==> src/rtl/icache_dm_if.sv <==
// Fetch-side request/ack and instruction-memory refill signals of icache_dm.
// The slave modport is the cache side; master is the fetch stage/memory side.
interface icache_dm_if;
  logic        addr_ready;
  logic [31:0] addr;
  logic        cache_ack;
  logic [31:0] inst;
  logic        flush;
  logic        mem_req;
  logic [31:0] mem_addr;
  logic        mem_gnt;
  logic        mem_rvalid;
  logic [31:0] mem_rdata;

  modport slave (
    input  addr_ready, addr, flush, mem_gnt, mem_rvalid, mem_rdata,
    output cache_ack, inst, mem_req, mem_addr
  );

  modport master (
    output addr_ready, addr, flush, mem_gnt, mem_rvalid, mem_rdata,
    input  cache_ack, inst, mem_req, mem_addr
  );
endinterface

==> src/rtl/icache_dm.sv <==
// Direct-mapped read-only instruction cache: 1-cycle hits, full-line refill on
// miss via request/grant plus ascending word beats, whole-cache flush for fence.i.
module icache_dm #(
  parameter int LINES = 16,
  parameter int WORDS = 4
) (
  input  logic       clk,
  input  logic       rst,
  icache_dm_if.slave bus
);
  localparam int          WSEL_W = $clog2(WORDS);
  localparam int          OFF_W  = WSEL_W + 2;
  localparam int          IDX_W  = $clog2(LINES);
  localparam int          TAG_W  = 32 - OFF_W - IDX_W;
  localparam logic [31:0] NOP    = 32'h0000_0013;

  typedef enum logic [2:0] {IDLE, TAG, REQ, FILL, RESP} state_t;

  state_t            state, state_nxt;
  logic [31:2]       req_addr;
  logic [WSEL_W-1:0] beat_cnt;
  logic              flush_pend;
  logic [LINES-1:0]  valid;
  logic [TAG_W-1:0]  tag_mem  [LINES];
  logic [31:0]       data_mem [LINES][WORDS];

  logic [IDX_W-1:0]  idx;
  logic [WSEL_W-1:0] off;
  logic [TAG_W-1:0]  tag;
  logic              hit;
  logic              last_beat;
  logic              inv_all;
  logic              unused_addr_lsb;

  assign idx             = req_addr[OFF_W+IDX_W-1:OFF_W];
  assign off             = req_addr[OFF_W-1:2];
  assign tag             = req_addr[31:OFF_W+IDX_W];
  assign hit             = valid[idx] && (tag_mem[idx] == tag);
  assign last_beat       = bus.mem_rvalid && (beat_cnt == WSEL_W'(WORDS - 1));
  assign unused_addr_lsb = ^bus.addr[1:0];

  // A flush seen during a refill is deferred and lands on the first IDLE cycle,
  // so the line just filled is dropped right after its ack.
  assign inv_all = ((state == IDLE) || (state == TAG)) && (bus.flush || flush_pend);

  always_comb begin
    state_nxt     = state;
    bus.cache_ack = 1'b0;
    bus.inst      = NOP;
    bus.mem_req   = 1'b0;
    bus.mem_addr  = '0;
    case (state)
      IDLE: if (bus.addr_ready) state_nxt = TAG;
      TAG: begin
        if (hit) begin
          bus.cache_ack = 1'b1;
          bus.inst      = data_mem[idx][off];
          state_nxt     = IDLE;
        end else begin
          state_nxt = REQ;
        end
      end
      REQ: begin
        bus.mem_req  = 1'b1;
        bus.mem_addr = {req_addr[31:OFF_W], {OFF_W{1'b0}}};
        if (bus.mem_gnt) state_nxt = FILL;
      end
      FILL: if (last_beat) state_nxt = RESP;
      RESP: begin
        bus.cache_ack = 1'b1;
        bus.inst      = data_mem[idx][off];
        state_nxt     = IDLE;
      end
      default: state_nxt = IDLE;
    endcase
  end

  always_ff @(posedge clk) begin
    if (!rst) begin
      state      <= IDLE;
      req_addr   <= '0;
      beat_cnt   <= '0;
      flush_pend <= 1'b0;
      valid      <= '0;
    end else begin
      state <= state_nxt;
      if ((state == IDLE) && bus.addr_ready) req_addr <= bus.addr[31:2];
      if ((state == REQ) && bus.mem_gnt) beat_cnt <= '0;
      else if ((state == FILL) && bus.mem_rvalid) beat_cnt <= beat_cnt + 1'b1;
      if (inv_all) begin
        valid      <= '0;
        flush_pend <= 1'b0;
      end else begin
        if ((state == FILL) && last_beat) valid[idx] <= 1'b1;
        if (bus.flush && (state inside {REQ, FILL, RESP})) flush_pend <= 1'b1;
      end
    end
  end

  // Arrays carry no reset so they can map onto RAM; valid bits guard them.
  always_ff @(posedge clk) begin
    if (rst && (state == FILL) && bus.mem_rvalid) begin
      data_mem[idx][beat_cnt] <= bus.mem_rdata;
      if (last_beat) tag_mem[idx] <= tag;
    end
  end
endmodule

==> src/flat_wrapper.sv <==
// flat-port wrapper written by rule: the top's interface ports become plain ports
module icache_dm_flat 
#(
  parameter int LINES = 16,
  parameter int WORDS = 4
)
  (clk, rst, bus_addr_ready, bus_addr, bus_flush, bus_mem_gnt, bus_mem_rvalid, bus_mem_rdata, bus_cache_ack, bus_inst, bus_mem_req, bus_mem_addr);
  icache_dm_if bus_i ();
  input  logic clk;
  input  logic rst;
  input wire logic [$bits(bus_i.addr_ready)-1:0] bus_addr_ready;
  input wire logic [$bits(bus_i.addr)-1:0] bus_addr;
  input wire logic [$bits(bus_i.flush)-1:0] bus_flush;
  input wire logic [$bits(bus_i.mem_gnt)-1:0] bus_mem_gnt;
  input wire logic [$bits(bus_i.mem_rvalid)-1:0] bus_mem_rvalid;
  input wire logic [$bits(bus_i.mem_rdata)-1:0] bus_mem_rdata;
  output wire logic [$bits(bus_i.cache_ack)-1:0] bus_cache_ack;
  output wire logic [$bits(bus_i.inst)-1:0] bus_inst;
  output wire logic [$bits(bus_i.mem_req)-1:0] bus_mem_req;
  output wire logic [$bits(bus_i.mem_addr)-1:0] bus_mem_addr;
  assign bus_i.addr_ready = bus_addr_ready;
  assign bus_i.addr = bus_addr;
  assign bus_i.flush = bus_flush;
  assign bus_i.mem_gnt = bus_mem_gnt;
  assign bus_i.mem_rvalid = bus_mem_rvalid;
  assign bus_i.mem_rdata = bus_mem_rdata;
  assign bus_cache_ack = bus_i.cache_ack;
  assign bus_inst = bus_i.inst;
  assign bus_mem_req = bus_i.mem_req;
  assign bus_mem_addr = bus_i.mem_addr;
  icache_dm #(.LINES(LINES), .WORDS(WORDS)) u_core (.clk(clk), .rst(rst), .bus(bus_i));
endmodule
==> config.mk <==
export PLATFORM = sky130hd
export DESIGN_NAME = icache_dm_flat
export DESIGN_NICKNAME = d
export VERILOG_FILES = /design/src/rtl/icache_dm_if.sv /design/src/rtl/icache_dm.sv /design/src/flat_wrapper.sv
export SDC_FILE = /design/constraint.sdc
export NUM_CORES = 2
export LEC_CHECK = 0
export ABC_CLOCK_PERIOD_IN_PS = 5840
export BUFFER_PORTS_ARGS = -buffer_cell sky130_fd_sc_hd__buf_4
export CORE_ASPECT_RATIO = 1.1
export CORE_UTILIZATION = 55
export DETAILED_ROUTE_END_ITERATION = 7
export GPL_TIMING_DRIVEN = 0
export HOLD_SLACK_MARGIN = 0.15
export PLACE_DENSITY = 0.71
export SLEW_MARGIN = 20
export SYNTH_ARGS = -nofsm -noshare
export SYNTH_HDL_FRONTEND = slang
export SYNTH_SLANG_ARGS = --single-unit
==> constraint.sdc <==
create_clock -name clk -period 5.84 [get_ports clk]
set_input_delay 0.292 -clock clk [delete_from_list [all_inputs] [get_ports clk]]
set_output_delay 0.292 -clock clk [all_outputs]
set_load 0.02 [all_outputs]
==> flow_summary_export.csv <==
group,metric,value,unit
run_status,status,"complete, but fails checks",
run_status,violations,"setup timing",
final_layout,layout-drive-gt1-share,32.5,%
detailed_routing,ant_nets,0,
detailed_routing,routedWlPerCell,36.1,µm
worst_setup_path,crit_path_max_fanout,10,
floorplan,die_w,400,µm
logic_synthesis,synth_area,95900,µm²
logic_synthesis,synth_top_area_share,76.2,%
worst_setup_path,r2r_start,"u_core.state[1]",
placement,io_buffers,129,
logic_synthesis,syn_avg_cell_area,23.0,µm²
placement,place_hpwl,167000,µm
min_path,hold_depth,5,
global_route,grt_pass1_wl,361000,µm
clock_network,cts_sinks,2488,
worst_setup_path,r2r_cells,9,
power,ir_worst_vdd,0.347,mV
worst_setup_path,arrival,5.62,ns
logic_synthesis,async_flop_share,0,%
min_path,hold_start,"bus_addr_ready",
clock_network,clkTransAtPathRegs,0.06,ns
logic_synthesis,synth_commonest_cells,"2432 x edfxtp_1, 717 x mux4_2, 178 x nand2_1",
worst_setup_path,worst-setup-path-type,"flip-flop to output port",
power,power_density,332,nW/µm²
timing,setup_viol,4,
timing,fin_ws,-0.0709,ns
timing,worst_pin_slew,1.31,ns
timing,slew_violations,0,
final_layout,nets,4804,
floorplan,ioPinCount,136,
detailed_routing,wl,260000,µm
logic_synthesis,synth_warnings,0,
logic_synthesis,synth_flop_cell,"edfxtp_1",
logic_synthesis,synth-edff-count,2432,
worst_setup_path,cp-end-kind,"output port",
clock_network,cts_tree,"yes",
power,power_leakage,34.3,nW
timing,finalCritPeriodShare,101,%
placement,routabilityCongestion,1.09,
clock_network,root_buffer,"clkbuf_16",
logic_synthesis,yosysSeqAreaShare,77.3,%
global_route,antenna_found_initial,12,
logic_synthesis,synthTopCellsByArea,"edfxtp_1 76%, mux4_2 17%, dfxtp_1 1.2%, mux2i_1 0.76%, nand2_1 0.70%",
logic_synthesis,synth_cell_type_count,61,
placement,place_inst,6664,
timing,fmax,169,MHz
worst_setup_path,critPathRequiredTime,5.55,ns
logic_synthesis,synth_top_area_cell,"edfxtp_1",
clock_network,clock_latency,0.89,ns
job,drv_cap,0,
logic_synthesis,yosysMostFrequentCell,"edfxtp_1",
clock_network,htree_num_levels,4,
final_layout,instances_no_fill,7193,
detailed_routing,drcViolationCount,0,
floorplan,row_count,160,
clock_network,cts_buffer_depth,3,
final_layout,final.fill_count,10952,
timing,hold_ws,0.269,ns
timing,slew_headroom,12.4,%
floorplan,core,173000,µm²
detailed_routing,via_count,48118,
floorplan,die_h,440,µm
global_route,gr-total-overflow,0,
timing,finalClockSkew,0.0465,ns
floorplan,start_util,55.4,%
global_route,grt_pass1_vias,48482,
logic_synthesis,syn_inst,4161,
clock_network,cts_buffers,227,
clock_network,postCtsSetupBuffers,0,
timing,period_minus_slack,5.91,ns
detailed_routing,drtPass1Iterations,6,
timing,final-hold-violation-count,0,
global_route,grt_use_total,29.9,%
worst_setup_path,rrSetupSlack,1.61,ns
global_route,grt_max_degree,65,
logic_synthesis,synth-seq-cells,2488,
detailed_routing,vias_per_cell,6.69,
worst_setup_path,r2r_end,"u_core.data_mem[15][7]",
worst_setup_path,start_kind,"flip-flop",
final_layout,area_growth_syn_to_layout,16.6,%
min_path,hold_class,"input pin to flip-flop",
detailed_routing,dr.first_iter.drc_count,5994,
floorplan,die-area,176000,µm²
==> layout by cell type (no fill, tap or decap), drive strengths merged, types with 6 or more instances in the layout <==
cell and count:
a21boi 31, a21oi 8, a22oi 74, a31oi 10
a41oi 6, and2 30, buf 347, bufinv 23
clkbuf 398, clkdlybuf4s15 7, clkinv 93, clkinvlp 12
dfxtp 56, diode 7, dlygate4sd3 106, edfxtp 2432
inv 19, mux2 9, mux2i 73, mux4 717
nand2 178, nand3 17, nor2 109, nor2b 18
nor4 6, o21ai 9, o31ai 30, xnor2 15
xor2 10
==> worst max path at each step <==
stage	cells after the start	slack (ns)	start	end
5_1_grt	13	-0.02	flip-flop	bus_inst[24]
6_report	13	-0.07	flip-flop	bus_inst[24]
3_3_place_gp	13	-0.83	flip-flop	bus_inst[23]
4_1_cts	11	0.002	flip-flop	bus_inst[24]
3_5_place_dp	13	-0.85	flip-flop	bus_inst[23]
2_1_floorplan	8	2.23	u_core.state[1]	u_core.data_mem[3][0]
==> worst max-delay path, cell delays in order, from the launching register on <==
cell and delay (ns):
dfxtp_1 0.33, buf_6 0.19, buf_4 0.24, buf_2 0.38
clkbuf_4 0.38, clkbuf_4 0.40, buf_2 0.41, mux4_2 0.36
mux4_2 0.58, a22oi_2 0.60, nand2_1 0.26, nand2_1 0.20
o31ai_2 0.13, buf_4 0.21
==> stage by stage <==
stage          total power, mW  setup TNS (ns)  util [%]  cell area [µm²]  setup slack, ns
2_1_floorplan             21.3               0         -            95900             2.23
3_3_place_gp              22.3          -18.40      57.6            99700           -0.829
3_5_place_dp              22.4          -19.68      59.5           103000           -0.850
4_1_cts                   37.1               0      64.6           112000          0.00201
5_1_grt                   37.9         -0.0160      64.6           112000          -0.0160
6_report                  37.1          -0.134      64.6           112000          -0.0709
==> cell type report <==
type	count	area (µm²)	share of cell area, %
Sequential cell	2488	74200	66.3
Multi-Input combinational cell	1425	21400	19.2
Clock buffer	281	6100	5.45
Timing Repair Buffer	338	4590	4.11
Tap cell	2268	2840	2.54
Clock inverter	136	1340	1.20
Buffer	239	1300	1.16
Inverter	11	41.3	0.0369
Antenna cell	7	17.5	0.0157
==> flip-flops by register name, indices dropped and copies added, names as in the netlist, named ones only <==
register	cells
u_core.state	3
u_core.flush_pend	1
u_core.req_addr	30
u_core.tag_mem	384
u_core.valid	16
u_core.data_mem	2048
u_core.beat_cnt	2
==> power by group <==
part           total (mW)  internal (mW)  leakage [nW]  switching [mW]
sequential           19.7           19.6          22.3          0.0852
combinational        2.49          0.937          8.33            1.55
clock                14.9           8.40          3.62            6.52
total                37.1           29.0          34.3            8.16
==> routing by layer <==
metal | wire length, µm | vias to the layer above | track usage, %
met2 | 127000 | 3191 | 47.7
met3 | 28800 | 674 | 8.93
met5 | 430 | - | 0.907
met4 | 14300 | 10 | 14.7
li1 | - | 18865 | -
met1 | 90100 | 25378 | 37.6
==> what timing repair did <==
item,CTS,global route
hold buffers,106,0
setup endpoints to repair,34,31
resized for setup,131,49
pin swaps,0,1
hold endpoints to repair,2093,0
cloned,0,0
==> logic make-up after synthesis <==
| kind of cell | synth area share [%] |
|---|---|
| flops | 77.3 |
| mux | 17.7 |
| simple gates | 1.73 |
| buf+inv | 1.15 |
| compound gates | 1.80 |
| xor+xnor | 0.228 |
| fa+ha+maj | 0.0522 |
| other cells | 0.00391 |
(Power assumes the default switching activity.)
